===== config.mk =====
export PLATFORM = sky130hd
export DESIGN_NAME = simon_seq_core_flat
export DESIGN_NICKNAME = d
export VERILOG_FILES = /design/src/rtl/simon_pkg.sv /design/src/rtl/simon_seq_core_if.sv /design/src/rtl/simon_seq_core_step_timer.sv /design/src/rtl/simon_seq_core.sv /design/src/flat_wrapper.sv
export SDC_FILE = /design/constraint.sdc
export NUM_CORES = 1
export LEC_CHECK = 0
export CAP_MARGIN = 5
export CORE_ASPECT_RATIO = 1.5
export CORE_MARGIN = 3
export CORE_UTILIZATION = 54
export DETAILED_ROUTE_END_ITERATION = 8
export HOLD_SLACK_MARGIN = 0.1
export PLACE_DENSITY = 0.76
export SLEW_MARGIN = 20
export SYNTH_ARGS = -nofsm -noshare
export SYNTH_HDL_FRONTEND = slang
export SYNTH_SLANG_ARGS = --single-unit

===== constraint.sdc =====
create_clock -name i_Clk -period 2.41 [get_ports i_Clk]
set_input_delay 0.482 -clock i_Clk [delete_from_list [all_inputs] [get_ports i_Clk]]
set_output_delay 0.482 -clock i_Clk [all_outputs]
set_load 0.03 [all_outputs]

===== src/rtl/simon_pkg.sv =====
`default_nettype none
// ============================================================================
//  Module      : simon_pkg
//  Description : Shared types and helpers for the memory-game sequence engine.
//                State encoding, level counter width and the 2-bit to one-hot
//                LED decode used for both playback and press matching.
//  Revision    : 1.0 - initial release
// ============================================================================
package simon_pkg;

    localparam int LEVEL_W = 5;

    typedef enum logic [2:0] {
        IDLE     = 3'd0,
        ADD      = 3'd1,
        PLAY_ON  = 3'd2,
        PLAY_OFF = 3'd3,
        INPUT    = 3'd4,
        WIN      = 3'd5,
        LOSE     = 3'd6
    } state_t;

    function automatic logic [3:0] led_decode(input logic [1:0] sel);
        return 4'b0001 << sel;
    endfunction

endpackage
`default_nettype wire


===== src/rtl/simon_seq_core_if.sv =====
`default_nettype none
// ============================================================================
//  Module      : simon_seq_core_if
//  Description : Game-side signal bundle of the sequence engine.
//                i_Start  - restart pulse         i_Rand  - LFSR value
//                i_Btn    - button press pulses   o_Led   - one-hot LED drive
//                o_Busy   - extend/playback       o_Win   - game won
//                o_Lose   - game lost             o_Level - sequence length
//                master drives the inputs, slave is the engine.
//  Revision    : 1.0 - initial release
// ============================================================================
interface simon_seq_core_if;
    import simon_pkg::*;

    logic               i_Start;
    logic [3:0]         i_Rand;
    logic [3:0]         i_Btn;
    logic [3:0]         o_Led;
    logic               o_Busy;
    logic               o_Win;
    logic               o_Lose;
    logic [LEVEL_W-1:0] o_Level;

    modport master (
        output i_Start, i_Rand, i_Btn,
        input  o_Led, o_Busy, o_Win, o_Lose, o_Level
    );

    modport slave (
        input  i_Start, i_Rand, i_Btn,
        output o_Led, o_Busy, o_Win, o_Lose, o_Level
    );

endinterface
`default_nettype wire


===== src/rtl/simon_seq_core_step_timer.sv =====
`default_nettype none
// ============================================================================
//  Module      : step_timer
//  Description : Free-running phase timer for LED playback. o_Done pulses for
//                one cycle every CLKS_PER_STEP cycles counted from the last
//                cycle in which i_Clear was high.
//                i_Clk   - clock            i_Rst  - sync active-high reset
//                i_Clear - restart count    o_Done - phase-complete pulse
//  Revision    : 1.0 - initial release
// ============================================================================
module step_timer #(
    parameter int CLKS_PER_STEP = 12_500_000
) (
    input  logic i_Clk,
    input  logic i_Rst,
    input  logic i_Clear,
    output logic o_Done
);

    localparam int                 c_CNT_W = $clog2(CLKS_PER_STEP);
    localparam logic [c_CNT_W-1:0] c_LAST  = c_CNT_W'(CLKS_PER_STEP - 1);
    localparam logic [c_CNT_W-1:0] c_ONE   = c_CNT_W'(1);

    logic [c_CNT_W-1:0] r_count;

    // Wraps on its own so back-to-back phases need no explicit clear.
    always_ff @(posedge i_Clk) begin
        if (i_Rst || i_Clear) begin
            r_count <= '0;
        end else if (r_count == c_LAST) begin
            r_count <= '0;
        end else begin
            r_count <= r_count + c_ONE;
        end
    end

    assign o_Done = (r_count == c_LAST);

endmodule
`default_nettype wire


===== src/rtl/simon_seq_core.sv =====
`default_nettype none
// ============================================================================
//  Module      : simon_seq_core
//  Description : Memory-game sequence engine. Each round appends one LFSR
//                sample to the stored sequence, plays the whole sequence on
//                the LEDs, then checks the player's presses against it.
//                i_Clk - clock    i_Rst - sync active-high reset
//                bus   - game-side signals (start, rand, buttons, LEDs,
//                        busy/win/lose flags, level)
//  Revision    : 1.0 - initial release
// ============================================================================
module simon_seq_core #(
    parameter int MAX_LEN       = 16,
    parameter int CLKS_PER_STEP = 12_500_000
) (
    input  logic             i_Clk,
    input  logic             i_Rst,
    simon_seq_core_if.slave  bus
);

    import simon_pkg::*;

    localparam int                 c_IDX_W   = $clog2(MAX_LEN);
    localparam logic [LEVEL_W-1:0] c_LEN_ONE = LEVEL_W'(1);
    localparam logic [LEVEL_W-1:0] c_MAX_LEN = LEVEL_W'(MAX_LEN);
    localparam logic [c_IDX_W-1:0] c_IDX_ONE = c_IDX_W'(1);

    state_t             r_state;
    logic [1:0]         r_seq [MAX_LEN];
    logic [LEVEL_W-1:0] r_len;
    logic [c_IDX_W-1:0] r_idx;
    logic [3:0]         r_led;
    logic               r_busy;
    logic               r_win;
    logic               r_lose;

    logic               w_step_done;
    logic               w_clear;
    logic               w_last;
    logic [1:0]         w_cur;
    logic [c_IDX_W-1:0] w_idx_next;
    logic               w_unused;

    // Timer runs only while playing; held cleared otherwise so the first
    // ON phase after ADD is a full step long.
    assign w_clear    = (r_state != PLAY_ON) && (r_state != PLAY_OFF);
    assign w_cur      = r_seq[r_idx];
    assign w_idx_next = r_idx + c_IDX_ONE;
    assign w_last     = (LEVEL_W'(r_idx) == (r_len - c_LEN_ONE));
    assign w_unused   = &{1'b0, bus.i_Rand[3:2]};

    step_timer #(
        .CLKS_PER_STEP (CLKS_PER_STEP)
    ) u_step_timer (
        .i_Clk   (i_Clk),
        .i_Rst   (i_Rst),
        .i_Clear (w_clear),
        .o_Done  (w_step_done)
    );

    // Outputs are registered alongside the state: every transition loads
    // the values that belong to the destination state.
    always_ff @(posedge i_Clk) begin
        if (i_Rst) begin
            r_state <= IDLE;
            r_len   <= '0;
            r_idx   <= '0;
            r_led   <= '0;
            r_busy  <= 1'b0;
            r_win   <= 1'b0;
            r_lose  <= 1'b0;
        end else begin
            case (r_state)
                IDLE, WIN, LOSE: begin
                    if (bus.i_Start) begin
                        r_state <= ADD;
                        r_len   <= '0;
                        r_busy  <= 1'b1;
                        r_win   <= 1'b0;
                        r_lose  <= 1'b0;
                    end
                end
                ADD: begin
                    r_seq[r_len[c_IDX_W-1:0]] <= bus.i_Rand[1:0];
                    r_len   <= r_len + c_LEN_ONE;
                    r_idx   <= '0;
                    r_state <= PLAY_ON;
                    // seq[0] is being written this very edge on round one.
                    r_led   <= led_decode((r_len == '0) ? bus.i_Rand[1:0] : r_seq[0]);
                end
                PLAY_ON: begin
                    if (w_step_done) begin
                        r_state <= PLAY_OFF;
                        r_led   <= '0;
                    end
                end
                PLAY_OFF: begin
                    if (w_step_done) begin
                        if (w_last) begin
                            r_idx   <= '0;
                            r_state <= INPUT;
                            r_busy  <= 1'b0;
                        end else begin
                            r_idx   <= w_idx_next;
                            r_state <= PLAY_ON;
                            r_led   <= led_decode(r_seq[w_idx_next]);
                        end
                    end
                end
                INPUT: begin
                    // A non-one-hot press can never equal the decoded LED,
                    // so a single compare covers both losing cases.
                    if (bus.i_Btn != 4'b0000) begin
                        if (bus.i_Btn != led_decode(w_cur)) begin
                            r_state <= LOSE;
                            r_lose  <= 1'b1;
                        end else if (!w_last) begin
                            r_idx <= w_idx_next;
                        end else if (r_len == c_MAX_LEN) begin
                            r_state <= WIN;
                            r_win   <= 1'b1;
                        end else begin
                            r_state <= ADD;
                            r_busy  <= 1'b1;
                        end
                    end
                end
                default: begin
                    r_state <= IDLE;
                end
            endcase
        end
    end

    assign bus.o_Led   = r_led;
    assign bus.o_Busy  = r_busy;
    assign bus.o_Win   = r_win;
    assign bus.o_Lose  = r_lose;
    assign bus.o_Level = r_len;

endmodule
`default_nettype wire


===== src/flat_wrapper.sv =====
// flat-port wrapper written by rule: the top's interface ports become plain ports
module simon_seq_core_flat import simon_pkg::*;
#(
    parameter int MAX_LEN       = 16,
    parameter int CLKS_PER_STEP = 12_500_000
)
  (i_Clk, i_Rst, bus_i_Start, bus_i_Rand, bus_i_Btn, bus_o_Led, bus_o_Busy, bus_o_Win, bus_o_Lose, bus_o_Level);
  simon_seq_core_if bus_i ();
  input  logic i_Clk;
  input  logic i_Rst;
  input wire logic [$bits(bus_i.i_Start)-1:0] bus_i_Start;
  input wire logic [$bits(bus_i.i_Rand)-1:0] bus_i_Rand;
  input wire logic [$bits(bus_i.i_Btn)-1:0] bus_i_Btn;
  output wire logic [$bits(bus_i.o_Led)-1:0] bus_o_Led;
  output wire logic [$bits(bus_i.o_Busy)-1:0] bus_o_Busy;
  output wire logic [$bits(bus_i.o_Win)-1:0] bus_o_Win;
  output wire logic [$bits(bus_i.o_Lose)-1:0] bus_o_Lose;
  output wire logic [$bits(bus_i.o_Level)-1:0] bus_o_Level;
  assign bus_i.i_Start = bus_i_Start;
  assign bus_i.i_Rand = bus_i_Rand;
  assign bus_i.i_Btn = bus_i_Btn;
  assign bus_o_Led = bus_i.o_Led;
  assign bus_o_Busy = bus_i.o_Busy;
  assign bus_o_Win = bus_i.o_Win;
  assign bus_o_Lose = bus_i.o_Lose;
  assign bus_o_Level = bus_i.o_Level;
  simon_seq_core #(.MAX_LEN(MAX_LEN), .CLKS_PER_STEP(CLKS_PER_STEP)) u_core (.i_Clk(i_Clk), .i_Rst(i_Rst), .bus(bus_i));
endmodule

-- Word level (Yosys, flattened, before mapping)
Memory sizes are Yosys's and may differ from the RTL's. A register that Yosys moved wholly into a read port is not among the register bits.
Cells that the tools add are included.
- register bits: 43
- memories kept: 1
- bits in latches: 0
- output and inout port bits: 12
- bits in read-only memories: 0
- logic and storage cells: 104
- memory bits (writable): 32
- add/sub/neg operators: 4
- multiply operators: 0
- mux-type cells: 44
- shift operators: 3
- magnitude comparators: 0
- divide/modulo/power cells: 0
- bitwise operators: 0
- reductions and logical operators: 19
- equality and inequality tests: 25
- memories (name ; depth ; width ; read ports ; clocked after Yosys merged registers in ; write ports ; RTL line ; RTL):
    u_core.r_seq ; 16 ; 2 ; 3 ; 1 ; 1 ; simon_seq_core.sv:29 ; logic [1:0] r_seq [MAX_LEN];
- operators with widths (cell ; count):
    two-way mux 4 bit ; 10
    adder 24 x 1 -> 24 bit (second input constant) ; 1
    equality test 24 bit (second input constant) ; 1
    two-way mux 3 bit ; 8
    one-hot mux 4 bit (3 select lines) ; 2
    two-way mux 1 bit ; 17
    one-hot mux 3 bit (5 select lines) ; 1
    != test 2 bit (second input constant) ; 7
    << shifter 1 x 2 -> 4 bit (first input constant) ; 3
    != test 2 x 1 -> 1 bit (second input constant) ; 5
    one-hot mux 5 bit (2 select lines) ; 1
    AND reduction 5 bit ; 2
    equality test 3 bit (second input constant) ; 3
    nonzero test 3 bit ; 3
    AND reduction 4 bit ; 2
    AND reduction 8 bit ; 1
    equality test 3 x 2 -> 1 bit (second input constant) ; 2
    != test 3 x 2 -> 1 bit (second input constant) ; 2
    AND reduction 6 bit ; 1
    adder 5 x 1 -> 5 bit (second input constant) ; 1
    equality test 4 x 5 -> 1 bit ; 1
    equality test 5 bit (second input constant) ; 1
    logical NOT 5 bit ; 1
    two-way mux 5 bit ; 1
    other kinds (16) ; 18

-- Logic depth before layout (Yosys ltp)
- word-level depth: 8
- gate-level depth with buffers: 10
- mapped depth without buffers: 10

-- Hierarchy
From an unflattened synthesis, not the netlist that was laid out.
- cell total of the unflattened synthesis: 434
- area total of the unflattened synthesis: 4411.7 um2
- modules (own cells, without submodules) (module ; instances ; area each (um2) ; cells each ; seq. area each (um2)):
    simon_seq_core ; 1 ; 3230.6 ; 305 ; 1421.4
    step_timer ; 1 ; 1181.1 ; 129 ; 480.5

-- Least setup slack after synthesis
OpenSTA, ideal clock, no wires.
- path kind: reg-to-reg
- start: reg u_core.r_len[0], in the netlist u_core.bus.o_Level[0]
- end: reg u_core.r_led[1], in the netlist u_core.bus.o_Led[1]
- clock period less this slack: 2.796 ns
- required time: 2.284 ns
- buffers on the path: 0
- setup slack: -0.386 ns
- library setup time: 0.126 ns
- arrival time: 2.670 ns
- cell stages (with the launch flop): 11
- path through: dfxtp_1 inv_1 ha_1 xor2_1 a32oi_1 a2111oi_2 a21oi_1 o21ai_2 nor2_1 a32oi_1 nor2_1
- word-level cells in the longest chain between the ends: 4
- elaborated cells between the ends (all ways): 8
- those cells by class: add/sub (1); eq/ne (2); shift (1); mux (2); reduce/logical (2)
- ends and longest elaborated chain (what ; RTL line ; RTL):
    from (decl) ; simon_seq_core.sv:30 ; logic [LEVEL_W-1:0] r_len;
    from (signal assigned) ; simon_seq_core.sv:85 ; r_len <= r_len + c_LEN_ONE;
    subtractor 5 x 1 -> 5 bit or logical NOT 5 bit (tied branches) ; simon_seq_core.sv:49, simon_seq_core.sv:89 ;
    equality test 4 x 5 -> 1 bit or two-way mux 2 bit (tied branches) ; simon_seq_core.sv:49, simon_seq_core.sv:89 ;
    != test 2 bit (no source line) or << shifter 1 x 2 -> 4 bit (tied branches) ; - ;
    AND reduction 4 bit (no source line) or one-hot mux 4 bit (3 select lines) (tied branches) ; - ;
    to (signal assigned) ; simon_seq_core.sv:89 ; r_led <= led_decode((r_len == '0) ? bus.i_Rand[1:0] : r_seq[0]);
    to (signal assigned) ; simon_seq_core.sv:106 ; r_led <= led_decode(r_seq[w_idx_next]);
    to (decl) ; simon_seq_core.sv:32 ; logic [3:0] r_led;
Parallel ways exist; a longest one is shown, timed or not.
A chain may end at the register's enable or synchronous reset.

==> summary.txt <==
run status = finished, final reports clean
Power Density = 578.6 mW/mm^2
antenna viol nets, final = 0
Iter 0 DRT Violations = 218
Distinct cells, synth = 60
worst setup margin = 6.204 ps
Overflow after GRT = 0
drt total wl = 10080 um
initial core utilization = 57.05%
crit share post-route = 99.74%
height of the chip = 114.4 um
Leakage = 1.744 nW
routed length per instance = 17.19 um
nets = 498
Sw Ratio = 29.92%
Highest Clock Rate = 416.0 MHz
H-tree Lvls = 3
worst reg-to-reg setup slack = 6 ps
yosys warns = 0
vias in the first global route = 3387
Root Buffer = clkbuf_8
reg2reg end = u_core.r_state[2]
largest net degree at the start of global routing = 27
Synth Register Bits = 79
layout cells sized above 1 = 23.05%
initial antenna violation count = 0
final worst path period need = 2404 ps
Final TNS setup = 0 ps
Vias per Instance = 5.676
Worst-Margin Slew = 437.3 ps
EDFF count, synth = 32
CTS sink count = 79
Core Area = 0.007417 mm^2
Syn Inst Count = 425
later-pin clock latency in the skew report = 350 ps
Die Area = 0.008956 mm^2
Clock Skews = 7.021 ps
most common cell after layout, fill and taps aside = nor2_1
asr flop ratio synth = 0%
Final Non-Filler Cells = 586
gpl congestion = 0.8463
maxcap violations = 0
Setup crit end kind = flip-flop
Syn Area/Cell = 9.957 um^2
Layout fillers = 576
critical path launch point type = flip-flop
max_slew headroom = 70.85%
final core occ = 69.42%
Seq. cell area = 0.001912 mm^2
number of setup violations in the final report = 0
Inst Count DP = 564
Int Power = 0.002088 W
Critical Path RT = 2690 ps
syn_nets = 442
Final Hold Fails = 0
Port-buffer cells = 20
Antenna Cells = 0
Main synth FF type = dfxtp_1
footprint of the multi-input gates = 0.002315 mm^2
sequential power share = 49.3%
first-pass GRT wire length = 16200 um
Worst Path Max Fanout = 6
P&R area growth vs syn = 21.67%
Area after DPL = 0.004756 mm^2
final slew viol count = 0
TritonRoute pass-1 iters = 5
# DRC = 0
Top Ports = 23
Die X = 78.28 um
clock network fraction of total power = 27.9%
clock tree buffer depth = 2
GRT Resource Usage Total = 23.65%
Vias = 3326
row cnt = 38
clk slew on worst S/H paths = 80 ps
pre-CTS WS = -221.1 ps
Seq/Total Area, Yosys = 44.94%
Netlist Area Pre-Place = 0.004232 mm^2
cell area after layout = 0.005149 mm^2
Comb pwr share = 22.7%
WP data arrival = 2680 ps
CTS tree = built
VDD IR max = 0.5039 mV
most frequent cells in the layout = 67 x nor2_1, 41 x dfxtp_1, 37 x buf_4
worst reg-to-reg path cell count = 9
cts bufs inserted = 9
WS Path Type = flip-flop to flip-flop
unrepaired setup endpoints after global routing = yes
min-delay worst type = flip-flop to flip-flop
HPWL after DPL = 7322 um
P_sw = 0.0008915 W
CP endpoint = u_core.r_state[2]
==> metal layers <==
metal / track usage [%] / up-vias / share of wire [%]
li1: - / 1641 / -
met1: 24.87 / 1596 / 38
met2: 44.62 / 66 / 56
met3: 3.937 / 23 / 2.8
met4: 12.02 / 0 / 3.1
met5: 0 / - / 0
==> sequential cells by signal, indices dropped and copies added, names as in the netlist, named ones only <==
register and flops:
u_core.bus.o_Win 1, u_core.bus.o_Busy 1, u_core.bus.o_Led 4, u_core.u_step_timer.r_count 24, u_core.bus.o_Lose 1, u_core.bus.o_Level 5, u_core.r_state 3, u_core.r_seq 32
u_core.r_idx 4
==> power groups by stage <==
stage          sequential (W)  combinational, W  clock (W)
2_1_floorplan         0.00152          0.000378          0
3_3_place_gp          0.00150          0.000601          0
3_5_place_dp          0.00150          0.000616          0
4_1_cts               0.00147          0.000636   0.000853
5_1_grt               0.00148          0.000738   0.000915
6_report              0.00147          0.000676   0.000833
==> stage by stage <==
| stage | hold slack, ps | total power [W] |
|---|---|---|
| floorplan | 430.2 | 0.001894 |
| global placement | 445.9 | 0.002097 |
| detailed placement | 450.3 | 0.002116 |
| CTS | 460.7 | 0.002957 |
| global route | 498.5 | 0.003130 |
| finish | 459.4 | 0.002979 |
==> synth_stat cells (4+ instances only) <==
library cell,number,share of area [%]
mux4_2,12,6.4
nand3_1,24,2.8
nor3_1,13,1.5
ha_1,6,1.8
clkbuf_1,9,0.80
dfxtp_1,47,22
buf_2,4,0.47
and3_1,7,1.0
or3_1,9,1.3
nand2b_1,9,1.3
xnor2_1,13,2.7
edfxtp_1,32,23
nand3b_1,5,0.89
o21ai_0,15,1.8
inv_1,11,0.98
nor2b_1,4,0.59
xor2_1,16,3.3
mux2i_1,19,4.5
nor2_1,69,6.1
a21oi_1,11,1.3
nand2_1,34,3.0
==> cell families after synthesis <==
kind of cell               share of synthesized area [%]
adders and majority gates                          1.774
buffers and inverters                              3.962
xor gates and xnor gates                           6.002
and+or+nand+nor                                    20.93
DFF                                                44.94
AOI/OAI and AO/OA                                  9.729
muxes                                              12.66
==> worst max-delay path, cell delays in order, from the launching register on <==
cell and delay (ps):
dfxtp_4 380, buf_6 110, mux2_4 280, or3_4 380
nand3_2 90, mux2i_1 70, o211ai_1 310, o21bai_4 170
or3_4 370, a31oi_4 160
==> repair_timing <==
item	4_1_cts	5_1_grt
pin swaps	6	17
setup endpoints to repair	14	18
setup buffers	2	3
resized for setup	20	23
hold buffers	0	0
gates cloned	1	0
==> worst min path at each step <==
stage | from | endpoint | slack (ps) | depth (start not counted)
floorplan | u_core.u_step_timer.r_count[0] | u_core.u_step_timer.r_count[0] | 430 | 1
global placement | u_core.u_step_timer.r_count[0] | u_core.u_step_timer.r_count[0] | 450 | 1
detailed placement | u_core.bus.o_Lose | u_core.bus.o_Lose | 450 | 2
CTS | u_core.bus.o_Lose | u_core.bus.o_Lose | 460 | 2
global route | u_core.bus.o_Lose | u_core.bus.o_Lose | 500 | 2
finish | u_core.bus.o_Lose | u_core.bus.o_Lose | 460 | 2
==> area by class of cell <==
class / instances / area share (%)
Inverter: 11 / 0.8019
Clock buffer: 10 / 2.479
Sequential cell: 79 / 37.13
Tap cell: 100 / 2.430
Timing Repair Buffer: 64 / 11.47
Clock inverter: 6 / 0.7290
Multi-Input combinational cell: 316 / 44.96
Note: power is estimated with default switching activity, not from simulation.
